### src/rtl/aes_block_sequencer_if.sv
// Host stream and AES-core bus of aes_block_sequencer; seq_ctr_load/seq_ctr_iv
// exist only when AES_SEQ_CTR_MODE_EN is defined.
interface aes_block_sequencer_if #(
   parameter int TAG_W = 8
);
   logic [127:0]     seq_key_in;
   logic             seq_in_valid;
   logic             seq_in_ready;
   logic [127:0]     seq_in_data;
   logic             seq_out_valid;
   logic             seq_out_ready;
   logic [127:0]     seq_out_data;
   logic [TAG_W-1:0] seq_out_tag;
   logic             seq_timeout_err;
`ifdef AES_SEQ_CTR_MODE_EN
   logic             seq_ctr_load;
   logic [127:0]     seq_ctr_iv;
`endif
   logic             core_en;
   logic [127:0]     core_data_in;
   logic [127:0]     core_key_in;
   logic [127:0]     core_data_out;
   logic             core_data_out_valid;

   modport slave (
      input  seq_key_in, seq_in_valid, seq_in_data, seq_out_ready,
             core_data_out, core_data_out_valid,
`ifdef AES_SEQ_CTR_MODE_EN
      input  seq_ctr_load, seq_ctr_iv,
`endif
      output seq_in_ready, seq_out_valid, seq_out_data, seq_out_tag,
             seq_timeout_err, core_en, core_data_in, core_key_in
   );

   modport master (
      output seq_key_in, seq_in_valid, seq_in_data, seq_out_ready,
             core_data_out, core_data_out_valid,
`ifdef AES_SEQ_CTR_MODE_EN
      output seq_ctr_load, seq_ctr_iv,
`endif
      input  seq_in_ready, seq_out_valid, seq_out_data, seq_out_tag,
             seq_timeout_err, core_en, core_data_in, core_key_in
   );
endinterface

### src/rtl/aes_block_sequencer.sv
// Buffers tagged {key, block} entries and feeds them one at a time to an external
// AES core with a timeout guard. AES_SEQ_CTR_MODE_EN selects CTR mode (default ECB).
module aes_block_sequencer #(
   parameter int DEPTH   = 4,
   parameter int TAG_W   = 8,
   parameter int TIMEOUT = 64
) (
   input  logic                 AES_clk,
   input  logic                 AES_rst_n,
   aes_block_sequencer_if.slave bus
);
   localparam int AW = $clog2(DEPTH);
   localparam int CW = $clog2(TIMEOUT + 1);
   localparam logic [AW:0]   FULL = (AW + 1)'(DEPTH);
   localparam logic [CW-1:0] LAST = CW'(TIMEOUT - 1);

   typedef enum logic [1:0] {IDLE, ISSUE, WAIT, OUT} state_t;

   logic [127:0]     fifo_key  [DEPTH];
   logic [127:0]     fifo_data [DEPTH];
   logic [TAG_W-1:0] fifo_tag  [DEPTH];
   logic [AW-1:0]    wr_ptr, rd_ptr;
   logic [AW:0]      count;
   logic [TAG_W-1:0] tag_cnt;
   logic             push, pop;

   state_t           state;
   logic [CW-1:0]    wait_cnt;
   logic [TAG_W-1:0] issue_tag;
   logic             core_en;
   logic [127:0]     core_data_in, core_key_in;
   logic             out_valid;
   logic [127:0]     out_data;
   logic [TAG_W-1:0] out_tag;
   logic             timeout_err;
   logic [127:0]     result;

   assign bus.seq_in_ready    = (count != FULL);
   assign bus.seq_out_valid   = out_valid;
   assign bus.seq_out_data    = out_data;
   assign bus.seq_out_tag     = out_tag;
   assign bus.seq_timeout_err = timeout_err;
   assign bus.core_en         = core_en;
   assign bus.core_data_in    = core_data_in;
   assign bus.core_key_in     = core_key_in;

   assign push = bus.seq_in_valid && bus.seq_in_ready;
   assign pop  = (state == IDLE) && (count != '0);

   always_ff @(posedge AES_clk) begin
      if (push) begin
         fifo_key[wr_ptr]  <= bus.seq_key_in;
         fifo_data[wr_ptr] <= bus.seq_in_data;
         fifo_tag[wr_ptr]  <= tag_cnt;
      end
   end

   always_ff @(posedge AES_clk or negedge AES_rst_n) begin
      if (!AES_rst_n) begin
         wr_ptr  <= '0;
         rd_ptr  <= '0;
         count   <= '0;
         tag_cnt <= '0;
      end else begin
         if (push) begin
            wr_ptr  <= wr_ptr + AW'(1);
            tag_cnt <= tag_cnt + TAG_W'(1);
         end
         if (pop)
            rd_ptr <= rd_ptr + AW'(1);
         case ({push, pop})
            2'b10:   count <= count + (AW + 1)'(1);
            2'b01:   count <= count - (AW + 1)'(1);
            default: count <= count;
         endcase
      end
   end

`ifdef AES_SEQ_CTR_MODE_EN
   logic [127:0] ctr;
   logic [127:0] plain;

   // A load in the same cycle as an ISSUE wins over the increment.
   always_ff @(posedge AES_clk or negedge AES_rst_n) begin
      if (!AES_rst_n)
         ctr <= '0;
      else if (bus.seq_ctr_load)
         ctr <= bus.seq_ctr_iv;
      else if (state == ISSUE)
         ctr <= ctr + 128'd1;
   end

   always_ff @(posedge AES_clk) begin
      if (pop) begin
         issue_tag <= fifo_tag[rd_ptr];
         plain     <= fifo_data[rd_ptr];
      end
   end

   assign result = bus.core_data_out ^ plain;
`else
   always_ff @(posedge AES_clk) begin
      if (pop)
         issue_tag <= fifo_tag[rd_ptr];
   end

   assign result = bus.core_data_out;
`endif

   // Core strobes are only honoured in WAIT; anything else on the strobe is ignored.
   always_ff @(posedge AES_clk or negedge AES_rst_n) begin
      if (!AES_rst_n) begin
         state        <= IDLE;
         wait_cnt     <= '0;
         core_en      <= 1'b0;
         core_data_in <= '0;
         core_key_in  <= '0;
         out_valid    <= 1'b0;
         out_data     <= '0;
         out_tag      <= '0;
         timeout_err  <= 1'b0;
      end else begin
         case (state)
            IDLE: begin
               if (pop) begin
                  core_en     <= 1'b1;
                  core_key_in <= fifo_key[rd_ptr];
`ifdef AES_SEQ_CTR_MODE_EN
                  core_data_in <= ctr;
`else
                  core_data_in <= fifo_data[rd_ptr];
`endif
                  state <= ISSUE;
               end
            end
            ISSUE: begin
               wait_cnt <= '0;
               state    <= WAIT;
            end
            WAIT: begin
               if (bus.core_data_out_valid) begin
                  core_en   <= 1'b0;
                  out_valid <= 1'b1;
                  out_data  <= result;
                  out_tag   <= issue_tag;
                  state     <= OUT;
               end else if (wait_cnt == LAST) begin
                  core_en     <= 1'b0;
                  timeout_err <= 1'b1;
                  out_valid   <= 1'b1;
                  out_data    <= '0;
                  out_tag     <= issue_tag;
                  state       <= OUT;
               end else begin
                  wait_cnt <= wait_cnt + CW'(1);
               end
            end
            OUT: begin
               if (bus.seq_out_ready) begin
                  out_valid <= 1'b0;
                  state     <= IDLE;
               end
            end
            default: state <= IDLE;
         endcase
      end
   end
endmodule

### src/flat_wrapper.sv
// flat-port wrapper written by rule: the top's interface ports become plain ports
module aes_block_sequencer_flat 
#(
   parameter int DEPTH   = 4,
   parameter int TAG_W   = 8,
   parameter int TIMEOUT = 64
)
  (AES_clk, AES_rst_n, bus_seq_key_in, bus_seq_in_valid, bus_seq_in_data, bus_seq_out_ready, bus_core_data_out, bus_core_data_out_valid, bus_seq_in_ready, bus_seq_out_valid, bus_seq_out_data, bus_seq_out_tag, bus_seq_timeout_err, bus_core_en, bus_core_data_in, bus_core_key_in);
  aes_block_sequencer_if #(.TAG_W(TAG_W)) bus_i ();
  input  logic AES_clk;
  input  logic AES_rst_n;
  input wire logic [$bits(bus_i.seq_key_in)-1:0] bus_seq_key_in;
  input wire logic [$bits(bus_i.seq_in_valid)-1:0] bus_seq_in_valid;
  input wire logic [$bits(bus_i.seq_in_data)-1:0] bus_seq_in_data;
  input wire logic [$bits(bus_i.seq_out_ready)-1:0] bus_seq_out_ready;
  input wire logic [$bits(bus_i.core_data_out)-1:0] bus_core_data_out;
  input wire logic [$bits(bus_i.core_data_out_valid)-1:0] bus_core_data_out_valid;
  output wire logic [$bits(bus_i.seq_in_ready)-1:0] bus_seq_in_ready;
  output wire logic [$bits(bus_i.seq_out_valid)-1:0] bus_seq_out_valid;
  output wire logic [$bits(bus_i.seq_out_data)-1:0] bus_seq_out_data;
  output wire logic [$bits(bus_i.seq_out_tag)-1:0] bus_seq_out_tag;
  output wire logic [$bits(bus_i.seq_timeout_err)-1:0] bus_seq_timeout_err;
  output wire logic [$bits(bus_i.core_en)-1:0] bus_core_en;
  output wire logic [$bits(bus_i.core_data_in)-1:0] bus_core_data_in;
  output wire logic [$bits(bus_i.core_key_in)-1:0] bus_core_key_in;
  assign bus_i.seq_key_in = bus_seq_key_in;
  assign bus_i.seq_in_valid = bus_seq_in_valid;
  assign bus_i.seq_in_data = bus_seq_in_data;
  assign bus_i.seq_out_ready = bus_seq_out_ready;
  assign bus_i.core_data_out = bus_core_data_out;
  assign bus_i.core_data_out_valid = bus_core_data_out_valid;
  assign bus_seq_in_ready = bus_i.seq_in_ready;
  assign bus_seq_out_valid = bus_i.seq_out_valid;
  assign bus_seq_out_data = bus_i.seq_out_data;
  assign bus_seq_out_tag = bus_i.seq_out_tag;
  assign bus_seq_timeout_err = bus_i.seq_timeout_err;
  assign bus_core_en = bus_i.core_en;
  assign bus_core_data_in = bus_i.core_data_in;
  assign bus_core_key_in = bus_i.core_key_in;
  aes_block_sequencer #(.DEPTH(DEPTH), .TAG_W(TAG_W), .TIMEOUT(TIMEOUT)) u_core (.AES_clk(AES_clk), .AES_rst_n(AES_rst_n), .bus(bus_i));
endmodule
### config.mk
export PLATFORM = sky130hd
export DESIGN_NAME = aes_block_sequencer_flat
export DESIGN_NICKNAME = d
export VERILOG_FILES = /design/src/rtl/aes_block_sequencer_if.sv /design/src/rtl/aes_block_sequencer.sv /design/src/flat_wrapper.sv
export SDC_FILE = /design/constraint.sdc
export NUM_CORES = 1
export LEC_CHECK = 0
export BUFFER_PORTS_ARGS = -buffer_cell sky130_fd_sc_hd__buf_4
export CAP_MARGIN = 20
export CORE_AREA = 2 2 371 373
export CTS_BUF_LIST = sky130_fd_sc_hd__clkbuf_2 sky130_fd_sc_hd__clkbuf_4 sky130_fd_sc_hd__clkbuf_8
export DETAILED_ROUTE_END_ITERATION = 10
export DIE_AREA = 0 0 373 375
export GPL_ROUTABILITY_DRIVEN = 0
export HOLD_SLACK_MARGIN = 0.06
export PLACE_DENSITY_LB_ADDON = 0.12
export RECOVER_POWER = 100
export SLEW_MARGIN = 10
export SYNTH_ARGS = -nofsm -noshare
export SYNTH_HDL_FRONTEND = slang
export SYNTH_SLANG_ARGS = --single-unit
### constraint.sdc
create_clock -name AES_clk -period 7.8 [get_ports AES_clk]
set_input_delay 1.56 -clock AES_clk [delete_from_list [all_inputs] [get_ports AES_clk]]
set_output_delay 1.56 -clock AES_clk [all_outputs]
set_load 0.005 [all_outputs]
# Yosys cells after proc, flatten, opt, wreduce, memory -nomap -nowiden
# Memories as Yosys holds them, arrays and structs flattened. A register that Yosys moved wholly into a read port is not among the register bits.
# Index checks and enable logic that the tools add are counted.
dict set report word_totals {
  reg_bits 163
  ram_bits 1056
  word_cells 74
  n_memories 3
}
dict set report classes {
  n_addsub 6
  eq_ne 12
  muxes 23
  n_bitwise 1
  n_reduce_logical 18
}
# memory depth word_bits read_ports rd_clocked_by_memory_dff wr line
set memory_table {}
lappend memory_table {u_core.fifo_data 4 128 1 1 1 aes_block_sequencer.sv:20} ;# logic [127:0] fifo_data [DEPTH];
lappend memory_table {u_core.fifo_key 4 128 1 1 1 aes_block_sequencer.sv:19} ;# logic [127:0] fifo_key [DEPTH];
lappend memory_table {u_core.fifo_tag 4 8 1 1 1 aes_block_sequencer.sv:21} ;# logic [TAG_W-1:0] fifo_tag [DEPTH];
# cell count
set ops {}
lappend ops {{two-way mux 128 bit} 2}
lappend ops {{two-way mux 8 bit} 2}
lappend ops {{AND reduction 3 bit} 5}
lappend ops {{two-way mux 7 bit} 2}
lappend ops {{one-hot mux 7 bit (2 select lines)} 1}
lappend ops {{nonzero test 2 bit} 5}
lappend ops {{adder 8 x 1 -> 8 bit, second input constant} 1}
lappend ops {{two-way mux 1 bit} 8}
lappend ops {{two-way mux 2 bit} 4}
lappend ops {{one-hot mux 2 bit (4 select lines)} 1}
lappend ops {{adder 7 x 1 -> 7 bit, second input constant} 1}
lappend ops {{== test 7 x 6 -> 1 bit, second input constant} 1}
lappend ops {{== test 2 bit, second input constant} 3}
lappend ops {{!= test 2 bit, second input constant} 3}
lappend ops {{one-hot mux 3 bit (2 select lines)} 1}
lappend ops {{adder 2 x 1 -> 2 bit, second input constant} 2}
lappend ops {{== test 2 x 1 -> 1 bit, second input constant} 2}
lappend ops {{one-hot mux 1 bit (2 select lines)} 2}
lappend ops {{AND reduction 2 bit} 2}
lappend ops {{adder 3 x 1 -> 3 bit, second input constant} 1}
lappend ops {{!= test 3 x 2 -> 1 bit, second input constant} 1}
lappend ops {{!= test 3 bit, second input constant} 1}
lappend ops {{nonzero test 3 bit} 1}
lappend ops {{subtractor 3 x 1 -> 3 bit, second input constant} 1}
lappend ops {{other kinds (5)} 7}

# Longest topological paths before layout
# Gate-level depths: netlist of the first run.
dict set report depth {
  depth_word 4
  depth_mapped 12
  mapped_depth_nobuf 10
}

# Worst setup path after synthesis of the first run
# No wires, ideal clock.
dict set report synth_timing {
  path_type {input -> register}
  from {input port bus_seq_in_valid}
  to {memory u_core.fifo_data[0][0] (enable)}
  setup_time_ns 0.661
  arrival_ns 7.594
  required_time_ns 7.139
  slack_ns -0.456
  path_stages 1
  n_path_buf 0
  cell_sequence {and3_1}
}
dict set report synth_via {
  elab_chain_cells 3
}
# element line
set synth_lines {}
lappend synth_lines {{start, declared} flat_wrapper.sv:13} ;# input wire logic [$bits(bus_i.seq_in_valid)-1:0] bus_seq_in_valid;
lappend synth_lines {{logical AND 1 bit} aes_block_sequencer.sv:47} ;# assign push = bus.seq_in_valid && bus.seq_in_ready;
lappend synth_lines {{two-way mux 1 bit} aes_block_sequencer.sv:51} ;# if (push) begin
lappend synth_lines {{two-way mux 1 bit (not written as such)} aes_block_sequencer.sv:53} ;# fifo_data[wr_ptr] <= bus.seq_in_data;
lappend synth_lines {{end, declared} aes_block_sequencer.sv:20}
# No other way between the ends.

# Final worst setup path of the first run
dict set report layout_timing {
  from {register u_core.count[2]}
  to {memory u_core.fifo_data[3][117] (enable)}
}
dict set report layout_via {
  elab_chain_cells 4
}
# element line
set layout_lines {}
lappend layout_lines {{start, declared} aes_block_sequencer.sv:23} ;# logic [AW:0] count;
lappend layout_lines {{start signal, assigned} aes_block_sequencer.sv:72} ;# 2'b10: count <= count + (AW + 1)'(1);
lappend layout_lines {{start signal, assigned} aes_block_sequencer.sv:73} ;# 2'b01: count <= count - (AW + 1)'(1);
lappend layout_lines {{start signal, assigned} aes_block_sequencer.sv:74} ;# default: count <= count;
lappend layout_lines {{!= test 3 bit} aes_block_sequencer.sv:38} ;# assign bus.seq_in_ready = (count != FULL);
lappend layout_lines {{logical AND 1 bit} aes_block_sequencer.sv:47}
lappend layout_lines {{two-way mux 1 bit} aes_block_sequencer.sv:51}
lappend layout_lines {{two-way mux 1 bit (not written as such)} aes_block_sequencer.sv:53}
# No other way between the ends.

==> flow_summary.toml, run 1 <==
[worst_hold_path]
hold_start = "u_core.issue_tag[6]$_DFFE_PP_"
min_delay_path_depth = 1
min_to = "u_core.bus.seq_out_tag[6]$_DFFE_PN0P_"
hp-class = "register to register"

[global_route]
grt_use_total = 0.191
grt-busiest-layer = "met2"
antenna_found_initial = 48
gr-usage-met1 = 0.232
grt_max_degree = 152
gr-usage-met2 = 0.323
grt_pass1_wl_um = 200000
grt_overflow_total = 0
grt_pass1_vias = 30146
grt.met3_usage = 0.0567

[synthesis]
yosys.area.top_type = "edfxtp_1"
synthFlopType = "edfxtp_1"
synth-seq-area-share = 0.785
synth_area_per_cell_sq_um = 18.6
ys_types = 48
synth_seq_cells = 1483
ys_async_sr_fraction = 0.283
syn_area_sq_um = 54000
syn_nets = 3303
synth_top_area_frac = 0.591
synth_cells = 2901
synth-edff-count = 1064
yosysWarnings = 0
synth_area_leaders = "edfxtp_1 (59%), dfrtp_1 (19%), mux4_2 (11%)"

[status]
status = "finished, violations left"
violations = "max-capacitance violations, max-slew violations"

[clock_network]
path_clk_slew_ps = 60
cts_tree = "yes"
postCtsSetupBuffers = 0
clk_latency_ps = 890
ctsHoldBuffers = 0
cts_resized = 0
root_buffer = "clkbuf_8"
cts_max_path_buffers = 3
htreeDepth = 4
clock-sinks = 1483
numCtsBuffers = 239

[timing]
setup_viol = 0
max_freq_mhz = 183
setup-tns-final_ps = 0
whs_ps = 463
slew_viol_final = 1267
fin_crit_sh = 0.702
fin_skew_ps = 36.8
maxSlewHeadroom = -1.95
fin_crit_ps = 5480
worstMarginPinSlew_ps = 4430
hold_viol = 0
rsz0062_at_grt = "no"
fin_ws_ps = 2320

[power_and_ir_drop]
vdd_ir_drop_max_mv = 0.286
power.leakage_nw = 25.0
p_total_mw = 26.4
p_per_area_nw_per_um2 = 403

[critical_path]
end_kind = "register"
path_max_fanout = 136
regToRegEndpoint = "u_core.fifo_data[3][117]$_DFFE_PP_"
slowest_delay_ps = 3160
reg2reg_from = "u_core.count[2]$_DFFE_PN0P_"
reg2reg_slack_ps = 2320
cp.arrival_ps = 5850
critical_path_required_ps = 8170
crit_path_start_kind = "register"
worstPathCellList = "or3b_1 -> and3_1 -> clkbuf_2"
r2r_cells = 3
cp_slowest_cell = "clkbuf_2"
worst-setup-path-type = "register to register"

[finish]
num-fill-cells = 11992
final_common_cell = "edfxtp_1"
layout_common_cells = "edfxtp_1 (1,064), nand2_1 (778), dfrtp_1 (418)"
multiInputGateArea_sq_um = 10800
nNetsFinal = 4209
final_cells = 5842
area_growth_syn_to_layout_pct = 21.4
drive_gt1_frac = 0.285
register_area_sq_um = 42400

[place]
dp.cells = 5360
dpl.hpwl_um = 80500
dp_worst_setup_slack_ps = 3940
port-buffer-count = 784

[die]
die_h_um = 375
start_util = 0.396
die_area_sq_um = 140000
rows = 136
coreArea_sq_um = 136000
io_pins = 785
die_w_um = 373

[drt]
vias_per_cell = 4.96
drt-total-wl_um = 136000
vias = 29001
first_iter_violations = 1738
detail-route-antenna-nets = 0
drcViolationCount = 0
dr.pass1.iters = 5
wl_per_cell_um = 23.2

[job]
timing.max_cap.violations = 17
==> cell type report <==
| class | instances | share of cell area |
|---|---|---|
| inverter | 11 | 0.000744 |
| tap | 1794 | 0.0342 |
| antenna | 23 | 0.000878 |
| clock buffer | 385 | 0.0713 |
| sequential | 1483 | 0.647 |
| clock inverter | 74 | 0.00904 |
| timing repair buffer | 812 | 0.0727 |
| multi-input combinational | 1260 | 0.164 |
==> critical path: cells and delay by family, from the launching register on <==
family / cells / cell delay (ps)
buf+inv: 1 / 3160
simple gates: 2 / 1250
flops: 1 / 400
==> synthesized netlist by cell type (2+ instances only) <==
master and instances:
nand2b_1 2, xor2_1 2, inv_1 10, buf_2 76, nand3_1 2, nand2_1 778, edfxtp_1 1064, clkbuf_4 2
buf_1 7, buf_4 17, xnor2_1 11, mux2_2 10, ha_1 12, dfrtp_1 419, and4_1 2, o21ai_0 5
clkbuf_1 37, and2_1 3, nand4_1 4, and3_1 5, a31oi_1 3, buf_6 7, mux4_2 264, a22o_1 131
nor2b_1 3, nor2_1 3
==> kinds of logic after synthesis <==
group,after synthesis,share of synthesized area
buffers and inverters,158,0.0152
AND/OR/NAND/NOR,811,0.0582
XOR/XNOR,13,0.00211
AO/OA/AOI/OAI,147,0.0234
flip-flops,1483,0.785
multiplexers,276,0.113
adder cells (fa/ha/maj),13,0.00315
==> metrics by stage <==
stage	cell area, sq um	util
final	65600	0.481
after global routing	65600	0.481
after CTS	67100	0.492
after detailed placement	61800	0.453
after global placement	61800	0.453
after floorplan	54000	-
==> routing by layer <==
metal / share of wire / vias to the layer above
met5: 0.0012 / -
met4: 0.033 / 26
met3: 0.061 / 285
met2: 0.51 / 872
met1: 0.40 / 14952
li1: - / 12866
==> sequential cells by signal (all words and copies together), names as in the netlist <==
name                        count
u_core.wr_ptr                   2
u_core.bus.seq_out_valid        1
u_core.bus.core_key_in        128
u_core.wait_cnt                 7
u_core.count                    3
u_core.tag_cnt                  8
u_core.bus.seq_out_data       128
u_core.fifo_tag                32
u_core.bus.seq_timeout_err      1
u_core.issue_tag                8
u_core.state                    2
u_core.rd_ptr                   2
u_core.bus.core_en              1
u_core.bus.core_data_in       128
u_core.fifo_data              512
u_core.fifo_key               512
u_core.bus.seq_out_tag          8
==> how the worst max path moves through the flow <==
| stage | from | to | slack, ps | cells past startpoint |
|---|---|---|---|---|
| finish | u_core.count[2]$_DFFE_PN0P_ | u_core.fifo_data[3][117]$_DFFE_PP_ | 2320 | 3 |
| global route | u_core.count[0]$_DFFE_PN0P_ | u_core.fifo_data[3][117]$_DFFE_PP_ | 1940 | 3 |
| CTS | u_core.count[1]$_DFFE_PN0P_ | bus_seq_in_ready | 4010 | 2 |
| detailed placement | bus_seq_in_valid | u_core.fifo_data[1][117]$_DFFE_PP_ | 3940 | 3 |
| global placement | bus_seq_in_valid | u_core.fifo_data[1][112]$_DFFE_PP_ | 3980 | 3 |
| floorplan | bus_seq_in_valid | u_core.fifo_data[0][0]$_DFFE_PP_ | 2590 | 1 |
==> power by group <==
part           switching [mW]  leakage, nW  internal (mW)
clock                    3.11         2.79           4.04
combinational            4.06         7.23           3.31
sequential              0.997         15.0           10.9
total                    8.16         25.0           18.2
Power figures use the tool's default switching activity.
==> inputs of run 2 (changes only) <==
--- a/config.mk
+++ b/config.mk
@@ -5,12 +5,13 @@
 export SDC_FILE = /design/constraint.sdc
 export NUM_CORES = 1
 export LEC_CHECK = 0
+export ABC_AREA = 1
 export BUFFER_PORTS_ARGS = -buffer_cell sky130_fd_sc_hd__buf_4
 export CAP_MARGIN = 20
-export CORE_AREA = 2 2 371 373
+export CORE_AREA = 2 2 379 381
 export CTS_BUF_LIST = sky130_fd_sc_hd__clkbuf_2 sky130_fd_sc_hd__clkbuf_4 sky130_fd_sc_hd__clkbuf_8
 export DETAILED_ROUTE_END_ITERATION = 10
-export DIE_AREA = 0 0 373 375
+export DIE_AREA = 0 0 381 383
 export GPL_ROUTABILITY_DRIVEN = 0
 export HOLD_SLACK_MARGIN = 0.06
 export PLACE_DENSITY_LB_ADDON = 0.12
==> constraint.sdc (replaced) <==
create_clock -name AES_clk -period 4.6 [get_ports AES_clk]
set_input_delay 0.92 -clock AES_clk [delete_from_list [all_inputs] [get_ports AES_clk]]
set_output_delay 0.92 -clock AES_clk [all_outputs]
set_load 0.005 [all_outputs]
==> flow_summary.toml, run 2 <==
[clock_network]
clk_latency_ps = 960
clock-sinks = 1483
cts_tree = "yes"
cts_max_path_buffers = 4
postCtsSetupBuffers = 0
numCtsBuffers = 275
root_buffer = "clkbuf_8"
htreeDepth = 5
path_clk_slew_ps = 60

[timing]
max_freq_mhz = 284
maxSlewHeadroom = -0.722
worstMarginPinSlew_ps = 2580
setup_viol = 0
hold_viol = 0
fin_crit_ps = 3520
fin_skew_ps = 75.9
fin_crit_sh = 0.765
slew_viol_final = 642
rsz0062_at_grt = "no"
setup-tns-final_ps = 0

[finish]
num-fill-cells = 13247
drive_gt1_frac = 0.140
fin_area_sq_um = 70000
multiInputGateArea_sq_um = 12800
register_area_sq_um = 42400
area_growth_syn_to_layout_pct = 23.8
reg.largest.list = "u_core.fifo_data (512), u_core.fifo_key (512)"
nNetsFinal = 6371
final_common_cell = "nand2_1"
layout_common_cells = "nand2_1 (1,492), edfxtp_1 (1,064), nor2_1 (1,053)"

[global_route]
antenna_found_initial = 32
grt_use_total = 0.214
grt_overflow_total = 0
grt_pass1_wl_um = 239000
grt_pass1_vias = 38423
grt_max_degree = 184

[die]
io_pins = 785
coreArea_sq_um = 142000
rows = 139
die_h_um = 383
die_w_um = 381
die_area_sq_um = 146000
start_util = 0.397

[synthesis]
synth_fa_ha_area_frac = 0.00301
synth_commonest_cells = "nand2_1 (1,491), edfxtp_1 (1,064), nor2_1 (1,052)"
synth_xor_area_frac = 0.00124
yosys.area.top_type = "edfxtp_1"
synth_mux_area_frac = 0
synthFlopType = "edfxtp_1"
synth_seq_cells = 1483
ys_async_sr_fraction = 0.283
synth_top_area_frac = 0.565
synth_cells = 4932
syn_area_sq_um = 56500
synth-edff-count = 1064
synthSimpleGateAreaFrac = 0.173
yosysWarnings = 0
synth-seq-area-share = 0.751
synth_compound_area_frac = 0.0488
synth_area_per_cell_sq_um = 11.5
synth_area_leaders = "edfxtp_1 (57%), dfrtp_1 (19%), nand2_1 (9.9%)"
ys_types = 27
yosysMostFrequentCell = "nand2_1"
syn_nets = 5334
synth_top_family_by_area = "simple AND/OR/NAND/NOR gates"

[drt]
vias = 38610
detail-route-antenna-nets = 0
drcViolationCount = 0
drt-total-wl_um = 158000
first_iter_violations = 2356
wl_per_cell_um = 19.6
vias_per_cell = 4.78
dr.pass1.iters = 5

[power_and_ir_drop]
vdd_ir_drop_max_mv = 0.706
netSwitchingFraction = 0.360
pwr-share-clk = 0.259
p_per_area_nw_per_um2 = 680
pwr-share-comb = 0.320
power.leakage_nw = 28.5
seqPwrFrac = 0.421
internal_power_mw = 30.5
switchingPower_mw = 17.2
p_total_mw = 47.6

[place]
port-buffer-count = 784
dpl.hpwl_um = 92800
dpl-instance-area_sq_um = 64600

[critical_path]
worst-setup-path-type = "register to register"
crit_path_start_kind = "register"
cp.arrival_ps = 4000
end_kind = "register"
r2r_cells = 5
critical_path_required_ps = 5080
path_max_fanout = 125

[job]
timing.max_cap.violations = 9

[status]
status = "finished, violations left"
violations = "max-capacitance violations, max-slew violations"

[worst_hold_path]
hp-class = "primary input to register"
min_delay_path_depth = 3
[run 2: cell count changes after synthesis, moves of 10 or more]
cell and delta:
mux2_2 -10, buf_4 -17, buf_2 +59, nand2_1 +713, inv_1 +21, a22o_1 -131, nor2_1 +1049, mux4_2 -264
buf_1 +15, nand3_1 +24, o21ai_0 +529, clkbuf_1 +63
[run 2: stage by stage]
| stage | hold WS (ps) | cells | util | setup slack [ps] |
|---|---|---|---|---|
| 2_1_floorplan | 455 | 4932 | - | -849 |
| 4_1_cts | 60.4 | 8066 | 0.504 | 1630 |
| 3_3_place_gp | 456 | 7418 | 0.454 | 1630 |
| 5_1_grt | 89.7 | 8076 | 0.492 | 785 |
| 3_5_place_dp | 459 | 7419 | 0.454 | 1840 |
| 6_report | 176 | 8079 | 0.492 | 1080 |
[run 2: routing by layer]
metal	up-vias	share of wire	global-route usage
li1	18546	-	-
met1	18645	0.44	0.287
met2	1106	0.47	0.340
met3	281	0.065	0.0598
met4	32	0.024	0.0666
met5	-	0.0011	0
[run 2: final cells by class]
| type | count | area share |
|---|---|---|
| clock buffer | 403 | 0.0710 |
| timing repair buffer | 1022 | 0.0982 |
| tap | 1903 | 0.0340 |
| inverter | 35 | 0.00213 |
| clock inverter | 68 | 0.00558 |
| multi-input combinational | 3152 | 0.182 |
| sequential | 1483 | 0.606 |
| antenna | 13 | 0.000465 |
[run 2: worst paths after layout]
kind | end | slack (ps) | from
max in group asynchronous | u_core.bus.seq_out_data[30]$_DFFE_PN0P_ | 1210 | AES_rst_n
hold reg to reg | u_core.bus.seq_out_data[111]$_DFFE_PN0P_ | 470 | u_core.bus.seq_out_data[111]$_DFFE_PN0P_
min in group asynchronous | u_core.bus.core_key_in[78]$_DFFE_PN0P_ | 1300 | AES_rst_n
setup / recovery | u_core.fifo_key[0][56]$_DFFE_PP_ | 1080 | u_core.count[0]$_DFFE_PN0P_
setup reg to reg | u_core.fifo_key[0][56]$_DFFE_PP_ | 1080 | u_core.count[0]$_DFFE_PN0P_
hold / removal | u_core.bus.seq_out_data[15]$_DFFE_PN0P_ | 180 | bus_core_data_out[15]
[run 2: power by group through the flow]
stage               Sequential, mW  Combinational [mW]  Clock, mW
global placement              20.3                16.0          0
CTS                           20.1                16.4       12.7
global route                  20.4                17.3       13.4
finish                        20.0                15.2       12.4
floorplan                     20.1                9.01          0
detailed placement            20.3                16.2          0
[run 2: kinds of logic (layout without fill, tap and decap cells)]
kind of cell             after synthesis  after routing
flip-flops                          1483           1483
other                                  0             13
XOR/XNOR                               8              8
adder cells (fa/ha/maj)               13             13
AND/OR/NAND/NOR                     2583           2583
buffers and inverters                297           1528
AO/OA/AOI/OAI                        548            548
[run 2: repair_timing]
action / 4_1_cts / 5_1_grt
hold buffers: 176 / 0
endpoints found under the hold margin: 568 / 0
gates resized for setup: 0 / 0
[run 2: critical path, cell delays in order (launching register included)]
cell and delay [ps]:
dfrtp_1 380, nor2_1 80, nand2_1 100, nand2_1 310, nor2_1 330, clkbuf_4 1640
